### src/rtl/rxpy_byte_wr_pkg.sv
`default_nettype none
// ============================================================================
// Module   : rxpy_byte_wr_pkg
// Purpose  : Shared definitions for the RX payload byte writer: FSM state
//            encoding, payload header lengths, default buffer limit and a
//            length clipping helper.
// Revision : 1.0 - initial release
// ============================================================================
package rxpy_byte_wr_pkg;

  typedef enum logic [2:0] {
    ST_IDLE = 3'd0,
    ST_HDR  = 3'd1,
    ST_DATA = 3'd2,
    ST_SKIP = 3'd3,
    ST_DONE = 3'd4
  } rxpy_state_e;

  localparam int HDR_BITS_BRSS    = 8;     // basic-rate single-slot header
  localparam int HDR_BITS_MS      = 16;    // all other payload headers
  localparam int MAXBYTES_DEFAULT = 1021;

  // Clip a byte length to the buffer limit.
  function automatic logic [9:0] clip_len(input logic [9:0] len,
                                          input logic [9:0] maxb);
    return (len > maxb) ? maxb : len;
  endfunction

endpackage
`default_nettype wire

### src/rtl/rxpy_wr_hold.sv
`default_nettype none
// ============================================================================
// Module   : rxpy_wr_hold
// Purpose  : One-entry holding register in front of the RX payload buffer.
//            Presents a byte with mem_we until the buffer takes it
//            (mem_we & mem_ready) and advances the write address per transfer.
// Ports    : clk_6M, rstz       - clock, async active-low reset
//            clr                - packet (re)start: flush entry, address to 0
//            load, load_data    - new byte accepted into the entry
//            mem_ready          - buffer accepts the write this cycle
//            mem_we/addr/wdata  - buffer write request, address and data
// Revision : 1.0 - initial release
// ============================================================================
module rxpy_wr_hold #(
  parameter int ADDR_W = 10
) (
  input  logic              clk_6M,
  input  logic              rstz,
  input  logic              clr,
  input  logic              load,
  input  logic [7:0]        load_data,
  input  logic              mem_ready,
  output logic              mem_we,
  output logic [ADDR_W-1:0] mem_addr,
  output logic [7:0]        mem_wdata
);

  logic xfer;
  assign xfer = mem_we & mem_ready;

  always_ff @(posedge clk_6M or negedge rstz) begin
    if (!rstz) begin
      mem_we    <= 1'b0;
      mem_addr  <= '0;
      mem_wdata <= '0;
    end else if (clr) begin
      // An aborted packet must not leak a stale byte into the new one.
      mem_we   <= 1'b0;
      mem_addr <= '0;
    end else begin
      // A load in the same cycle as a transfer refills the entry, so mem_we
      // stays high and the address already points at the next slot.
      if (load) begin
        mem_we    <= 1'b1;
        mem_wdata <= load_data;
      end else if (xfer) begin
        mem_we <= 1'b0;
      end
      if (xfer) begin
        mem_addr <= mem_addr + 1'b1;
      end
    end
  end

endmodule
`default_nettype wire

### src/rtl/rxpy_byte_wr.sv
`default_nettype none
// ============================================================================
// Module   : rxpy_byte_wr
// Purpose  : Consumes the serial decoded payload bit stream, strips the
//            payload header, packs user data LSB-first into bytes and writes
//            them to the RX payload buffer. Reports byte count, CRC status,
//            overflow and truncation at end of packet.
// Ports    : clk_6M, rstz                 - clock, async active-low reset
//            dec_py_period, bit_valid,    - decode window and bit stream
//            bit_in
//            existpyheader, BRss,         - header presence / length select
//            dec_pylenByte, rxpybitlen    - payload length sources
//            crcencode, dec_crcgood       - CRC presence / upstream result
//            mem_ready, mem_we, mem_addr, - buffer write handshake
//            mem_wdata
//            rxpy_done_p, rxpy_bytecnt,   - end-of-packet status
//            rxpy_crcerr, rxpy_ovf, rxpy_trunc
// Revision : 1.0 - initial release
// ============================================================================
module rxpy_byte_wr
  import rxpy_byte_wr_pkg::*;
#(
  parameter int ADDR_W   = 10,
  parameter int MAXBYTES = MAXBYTES_DEFAULT
) (
  input  logic              clk_6M,
  input  logic              rstz,
  input  logic              dec_py_period,
  input  logic              bit_valid,
  input  logic              bit_in,
  input  logic              existpyheader,
  input  logic              BRss,
  input  logic [9:0]        dec_pylenByte,
  input  logic [12:0]       rxpybitlen,
  input  logic              crcencode,
  input  logic              dec_crcgood,
  input  logic              mem_ready,
  output logic              mem_we,
  output logic [ADDR_W-1:0] mem_addr,
  output logic [7:0]        mem_wdata,
  output logic              rxpy_done_p,
  output logic [9:0]        rxpy_bytecnt,
  output logic              rxpy_crcerr,
  output logic              rxpy_ovf,
  output logic              rxpy_trunc
);

  localparam logic [9:0] MAXB = 10'(MAXBYTES);

  rxpy_state_e state;
  logic        dec_d;
  logic [3:0]  bitcnt;     // header bit count, or bit-in-byte count in DATA
  logic [7:0]  shreg;
  logic [9:0]  rxcnt;      // bytes completed from the stream (drives target)
  logic [9:0]  bytecnt;    // bytes accepted for writing
  logic [9:0]  target;
  logic        crc_smp;

  logic        rise, fall, bv, hold_busy, byte_done, load;
  logic [3:0]  hdr_last;
  logic [7:0]  new_byte;
  logic [9:0]  hdr_len, nohdr_len;
  logic        unused_bits;

  assign rise      = dec_py_period & ~dec_d;
  assign fall      = ~dec_py_period & dec_d;
  assign bv        = bit_valid & dec_py_period;
  assign hdr_last  = BRss ? 4'(HDR_BITS_BRSS - 1) : 4'(HDR_BITS_MS - 1);
  assign new_byte  = {bit_in, shreg[7:1]};
  assign hold_busy = mem_we & ~mem_ready;
  assign byte_done = (state == ST_DATA) & bv & ~rise & (bitcnt[2:0] == 3'd7);
  assign load      = byte_done & ~hold_busy;
  assign hdr_len   = clip_len(dec_pylenByte, MAXB);
  // Headerless length is whole bytes only; the buffer limit still applies.
  assign nohdr_len = clip_len(rxpybitlen[12:3], MAXB);
  assign unused_bits = ^rxpybitlen[2:0];

  rxpy_wr_hold #(.ADDR_W(ADDR_W)) u_hold (
    .clk_6M    (clk_6M),
    .rstz      (rstz),
    .clr       (rise),
    .load      (load),
    .load_data (new_byte),
    .mem_ready (mem_ready),
    .mem_we    (mem_we),
    .mem_addr  (mem_addr),
    .mem_wdata (mem_wdata)
  );

  always_ff @(posedge clk_6M or negedge rstz) begin
    if (!rstz) begin
      state        <= ST_IDLE;
      dec_d        <= 1'b0;
      bitcnt       <= '0;
      shreg        <= '0;
      rxcnt        <= '0;
      bytecnt      <= '0;
      target       <= '0;
      crc_smp      <= 1'b0;
      rxpy_done_p  <= 1'b0;
      rxpy_bytecnt <= '0;
      rxpy_crcerr  <= 1'b0;
      rxpy_ovf     <= 1'b0;
      rxpy_trunc   <= 1'b0;
    end else begin
      dec_d       <= dec_py_period;
      rxpy_done_p <= 1'b0;
      if (rise) begin
        // Packet start, or restart after a missed end (no done pulse then).
        bitcnt       <= '0;
        shreg        <= '0;
        rxcnt        <= '0;
        bytecnt      <= '0;
        rxpy_bytecnt <= '0;
        rxpy_crcerr  <= 1'b0;
        rxpy_ovf     <= 1'b0;
        if (existpyheader) begin
          state      <= ST_HDR;
          target     <= '0;
          rxpy_trunc <= 1'b0;
        end else begin
          state      <= (nohdr_len == '0) ? ST_SKIP : ST_DATA;
          target     <= nohdr_len;
          rxpy_trunc <= (rxpybitlen[12:3] > MAXB);
        end
      end else if (fall && state != ST_IDLE) begin
        // Any partial byte in shreg is simply abandoned.
        state   <= ST_DONE;
        crc_smp <= crcencode & ~dec_crcgood;
      end else begin
        case (state)
          ST_HDR: begin
            if (bv) begin
              if (bitcnt == hdr_last) begin
                bitcnt     <= '0;
                target     <= hdr_len;
                rxpy_trunc <= (dec_pylenByte > MAXB);
                state      <= (hdr_len == '0) ? ST_SKIP : ST_DATA;
              end else begin
                bitcnt <= bitcnt + 4'd1;
              end
            end
          end
          ST_DATA: begin
            if (bv) begin
              shreg  <= new_byte;
              bitcnt <= {1'b0, bitcnt[2:0] + 3'd1};
              if (bitcnt[2:0] == 3'd7) begin
                rxcnt <= rxcnt + 10'd1;
                // A byte that finds the entry still occupied is lost.
                if (hold_busy) rxpy_ovf <= 1'b1;
                else           bytecnt  <= bytecnt + 10'd1;
                if (rxcnt + 10'd1 == target) state <= ST_SKIP;
              end
            end
          end
          ST_DONE: begin
            if (!mem_we) begin
              rxpy_done_p  <= 1'b1;
              rxpy_bytecnt <= bytecnt;
              rxpy_crcerr  <= crc_smp;
              state        <= ST_IDLE;
            end
          end
          default: ;
        endcase
      end
    end
  end

endmodule
`default_nettype wire

### config.mk
export PLATFORM = sky130hd
export DESIGN_NAME = rxpy_byte_wr
export DESIGN_NICKNAME = d
export VERILOG_FILES = /design/src/rtl/rxpy_byte_wr_pkg.sv /design/src/rtl/rxpy_wr_hold.sv /design/src/rtl/rxpy_byte_wr.sv
export SDC_FILE = /design/constraint.sdc
export NUM_CORES = 1
export LEC_CHECK = 0
export CAP_MARGIN = 20
export CORE_MARGIN = 2
export CORE_UTILIZATION = 25
export CTS_BUF_LIST = sky130_fd_sc_hd__clkbuf_8
export DETAILED_ROUTE_END_ITERATION = 10
export SLEW_MARGIN = 10
export SYNTH_ARGS = -nofsm -noshare
export SYNTH_HDL_FRONTEND = slang
export SYNTH_SLANG_ARGS = --single-unit
### constraint.sdc
create_clock -name clk_6M -period 2.7 [get_ports clk_6M]
set_input_delay 0.54 -clock clk_6M [delete_from_list [all_inputs] [get_ports clk_6M]]
set_output_delay 0.54 -clock clk_6M [all_outputs]
set_load 0.02 [all_outputs]
# Word level (Yosys, flattened, before mapping)
# Cells that the tools add are included.
[classes]
bitwise = 16
addsub = 5
muxes = 71
eq_ne = 17
n_lt_le_gt_ge = 2
n_reduce_logical = 25
[op_table]
columns = ["op", "count"]
rows = [
  ["$mux W10", 25],
  ["$mux W8", 4],
  ["$add A10 B1 Y10 const B", 3],
  ["$mux W1", 25],
  ["$mux W3", 8],
  ["$mux W4", 6],
  ["$gt A10 B10 Y1 const B", 2],
  ["$logic_not A10 Y1", 2],
  ["$reduce_bool A2 Y1", 8],
  ["$ne A4 B4 Y1 const B", 3],
  ["$reduce_and A4 Y1", 3],
  ["$and A1 B1 Y1", 10],
  ["$eq A10 B10 Y1", 1],
  ["$reduce_and A5 Y1", 2],
  ["$pmux W3 S3", 1],
  ["$reduce_bool A3 Y1", 3],
  ["$ne A4 B2 Y1 const B", 2],
  ["$pmux W4 S2", 1],
  ["$reduce_and A7 Y1", 1],
  ["$eq A3 B3 Y1 const B", 2],
  ["$ne A2 B2 Y1 const B", 3],
  ["$ne A3 B3 Y1 const B", 2],
  ["$not A1 Y1", 6],
  ["$reduce_and A3 Y1", 2],
  ["10 further kinds", 11],
]
[word_totals]
output_inout_bits = 33
wordCells = 152
regBits = 80
input_bits = 33

# Depth between registers and ports, before layout
[logic_depth]
word_depth = 9
depth_mapped = 9

# By module
# Synthesis repeated with hierarchy kept, for this count alone.
[hier_totals]
cells_unflattened = 405
area_unflattened_um2 = 4101.4
[modules_own_cells]
columns = ["mod", "cells_each", "instances", "area_each_um2"]
rows = [
  ["rxpy_byte_wr", 330, 1, 3254.4],
  ["rxpy_wr_hold", 75, 1, 847.1],
]

# Worst setup path after synthesis
# OpenSTA, ideal clock, no wires.
[synth_path]
path_type = "register to register"
startpoint = "reg state[0]"
endpoint = "reg u_hold.mem_wdata[7]"
setup_slack_ns = 0.553
setup_ns = 0.125
stages_incl_launch_ff = 8
synth_period_minus_slack_ns = 2.147
t_required_ns = 2.575
path_buffers = 3
t_arrival_ns = 2.022
path_cell_list = "dfrtp_1 > buf_2 > or3b_1 > buf_2 > or2_1 > buf_2 > nor3_4 > mux2_2"
[synth_between]
elab_chain_len = 6
[synth_lines]
columns = ["element", "line", "source"]
rows = [
  ["start: declaration", "rxpy_byte_wr.sv:50", "rxpy_state_e state;"],
  ["start signal: assignment", "rxpy_byte_wr.sv:122", "state <= (nohdr_len == '0) ? ST_SKIP : ST_DATA;"],
  ["start signal: assignment", "rxpy_byte_wr.sv:138", "state <= (hdr_len == '0) ? ST_SKIP : ST_DATA;"],
  ["$eq A3 B2 Y1", "rxpy_byte_wr.sv:71", "assign byte_done = (state == ST_DATA) & bv & ~rise & (bitcnt[2:0] == 3'd7);"],
  ["$and A1 B1 Y1 (3 in a row)", "rxpy_byte_wr.sv:71", ""],
  ["$and A1 B1 Y1", "rxpy_byte_wr.sv:72", "assign load = byte_done & ~hold_busy;"],
  ["$reduce_and A2 Y1 (no source line)", "n/a", ""],
  ["end signal: assignment", "rxpy_wr_hold.sv:45", "mem_wdata <= load_data;"],
  ["end: declaration", "rxpy_wr_hold.sv:25", "output logic [7:0] mem_wdata"],
]
# Every way passes these cells.
# A chain may end at the register's enable or synchronous reset.

# Final worst setup path
[layout_path]
startpoint = "reg rxcnt[0]"
endpoint = "reg state[0]"
[layout_between]
elab_chain_len = 4
[layout_lines]
columns = ["element", "line", "source"]
rows = [
  ["start: declaration", "rxpy_byte_wr.sv:54", "logic [9:0] rxcnt;"],
  ["start signal: assignment", "rxpy_byte_wr.sv:149", "rxcnt <= rxcnt + 10'd1;"],
  ["$add A10 B1 Y10", "rxpy_byte_wr.sv:153", "if (rxcnt + 10'd1 == target) state <= ST_SKIP;"],
  ["$eq A10 B10 Y1", "rxpy_byte_wr.sv:153", ""],
  ["$ne A4 B2 Y1 (no source line)", "n/a", ""],
  ["$reduce_and A7 Y1 (no source line)", "n/a", ""],
]
# Every way passes these cells.

==> metrics.yaml <==
worst_setup_path:
  critical_path.max_fanout: 6
  critPathMaxStageDelay_ns: 0.48
  worstPathArrival_ns: 2.67
  worst_path_most_repeated_cell: "a211oi_1"
  end_kind: "register"
  worst-setup-path-type: "reg2reg"
  crit_required_ns: 2.98
  crit_path_start_kind: "register"
  path_buf_inv: 0
  cp_cell_sequence: "ha_1 -> and3_2 -> o311ai_0 -> a311o_1 -> a2111oi_4 -> a211oi_1 -> a211oi_1"
  critPathTopFamily: "compound AO/OA/AOI/OAI gates"
  slowest_stage: "dfrtp_1"
placed_design:
  place.gp.congestion: 0.820
  place_hpwl_mm: 7.04
  dpl_cell_area_um2: 4930
  portBuffers: 62
  dp.cells: 677
run_status:
  status: "completed"
die:
  coreArea_um2: 15800
  die_w_um: 131
  ios: 66
  die-area_um2: 17100
  num_rows: 46
  initial_core_util_pct: 25.5
  die_height_um: 131
clocking:
  clk_latency_ns: 0.37
  cts_tree: "yes"
  path_clk_slew_ns: 0.09
  cts-root-buf: "clkbuf_8"
  clock-sinks: 79
  holdBufCountCts: 0
  clockBufferDepth: 2
  cts_setup_buffers: 0
  cts_resized: 0
  cts-htree-levels: 3
  cts_buffers: 9
logic_synthesis:
  yosysWarnings: 0
  synth-seq-cells: 79
  synth-edff-count: 0
  synthesis.area_um2: 4020
  ys_async_sr_fraction_pct: 100
  ys_seq_area_share_pct: 49.2
  ys.flop_type: "dfrtp_1"
  synth.net_count: 445
  syn_inst: 407
  avgSynthCellArea_um2: 9.87
  yosysUniqueCellTypes: 47
sta:
  min_period_ns: 2.38
  setup_tns_ns: 0
  slew_headroom_pct: 61.4
  worst_pin_slew_ns: 0.579
  fmax_ghz: 0.420
  hold_viol: 0
  maxSlewViolCount: 0
  fin_crit_sh_pct: 88.3
  rsz0062_at_grt: "no"
  finalSetupViolCount: 0
  skew_ns: 0.0108
detailed_routing:
  drt_wl_total_mm: 9.57
  vias_per_cell: 4.65
  ant_nets: 0
  wire_per_inst_um: 13.8
  firstDrtPassIters: 4
  drcViolationCount: 0
  vias: 3223
  drt-initial-drc-count: 156
pwr:
  static-leakage-power_nw: 2.20
  powerDensity_nw_per_um2: 566
  ir_drop_mv: 0.287
grt:
  grt_pass1_wl_mm: 16.0
  grt_pass1_vias: 3327
  grt_max_degree: 46
  gr-total-overflow: 0
  grt_use_total_pct: 11.9
  antenna_found_initial: 0
run:
  drv_cap: 0
cells_and_area:
  nFillCells: 1618
  nets: 510
  mostFrequentLayoutCells: "dfrtp_1 (79), clkdlybuf4s50_1 (61), nor2_1 (55)"
  layoutNonFillerInstCount: 693
  stdcell_area_um2: 5150
  drive_gt1_share_pct: 9.64
  area_growth_pct: 28.1
  multi_input_area_um2: 1930
  mostFrequentLayoutCell: "dfrtp_1"
  register_area_um2: 1980
  diodes: 0
min_path:
  hp-class: "in2async"
final timing paths:
path,cells after the start,slack [ns],end,from
worst max-delay path,7,0.32,state[0],rxcnt[0]
worst min-delay path,1,0.15,state[1],rstz
worst max register to register,7,0.32,state[0],rxcnt[0]
worst min register to register,1,0.51,u_hold.mem_wdata[7],u_hold.mem_wdata[7]
max in group asynchronous,2,1.85,u_hold.mem_addr[2],rstz
min in group clk_6M,1,0.51,u_hold.mem_wdata[7],u_hold.mem_wdata[7]
stage by stage:
stage	utilization, %	total power [mW]	hold WS, ns	setup slack, ns
after floorplan	-	1.72	0.244	0.553
after global placement	31.2	1.91	0.487	0.139
after detailed placement	31.2	1.93	0.487	0.0846
after CTS	32.6	2.94	0.167	0.278
after global routing	32.6	3.06	0.185	0.0866
final	32.6	2.91	0.151	0.317
worst register-to-register path: stages (launching register included):
cell	delay (ns)
dfrtp_1	0.48
ha_1	0.31
and3_2	0.24
o311ai_0	0.11
a311o_1	0.39
a2111oi_4	0.39
a211oi_1	0.13
a211oi_1	0.24
logic make-up (layout without fill, tap and decap cells):
logic type               after synthesis  after routing  share of synthesized area (%)
multiplexers                          17             17                           4.48
flip-flops                            79             79                           49.2
AND/OR/NAND/NOR                      157            157                           20.0
buffers and inverters                 31            101                           3.05
XOR/XNOR                              36             36                           7.85
AO/OA/AOI/OAI                         82             82                           13.9
adder cells (fa/ha/maj)                5              5                           1.56
power by group:
part	switching [mW]	internal, mW
logic	0.318	0.233
registers	0.0970	1.26
clock network	0.477	0.525
cell type report:
class                           count  share of cell area, %
Clock buffer                        9                   2.41
Clock inverter                      7                   1.85
Inverter                           10                  0.729
Multi-Input combinational cell    297                   37.4
Sequential cell                    79                   38.4
Tap cell                          216                   5.25
Timing Repair Buffer               75                   13.9
per-layer routing:
| layer | global-route usage [%] | share of wire, % | vias up |
|---|---|---|---|
| met5 | 0 | 0 | - |
| met4 | 3.57 | 1.3 | 0 |
| met3 | 4.07 | 4.5 | 12 |
| met2 | 20.4 | 50 | 63 |
| met1 | 14.2 | 44 | 1571 |
| li1 | - | - | 1577 |
Yosys cell counts (5+ instances only):
cell type / instances / area [um2]
dfrtp_1: 79 / 1980
nor2_1: 55 / 206
a21oi_1: 29 / 145
nand2_1: 24 / 90.1
xor2_1: 20 / 175
and3_1: 18 / 113
nand3_1: 18 / 90.1
xnor2_1: 16 / 140
clkbuf_1: 13 / 48.8
o21ai_0: 13 / 65.1
a22o_1: 11 / 96.3
inv_1: 10 / 37.5
mux2i_1: 9 / 90.1
nor3_1: 9 / 45.0
mux2_2: 8 / 90.1
a31oi_1: 5 / 31.3
buf_2: 5 / 25.0
ha_1: 5 / 62.6
or3_1: 5 / 31.3
sequential cells by signal (all words and copies together) (netlist names):
register / count
rxpy_bytecnt: 10
u_hold.mem_wdata: 8
rxpy_crcerr: 1
crc_smp: 1
rxpy_ovf: 1
rxpy_trunc: 1
rxcnt: 10
bitcnt: 4
dec_d: 1
state: 3
u_hold.mem_we: 1
rxpy_done_p: 1
bytecnt: 10
target: 10
u_hold.mem_addr: 10
shreg: 7
(Power assumes the default switching activity.)
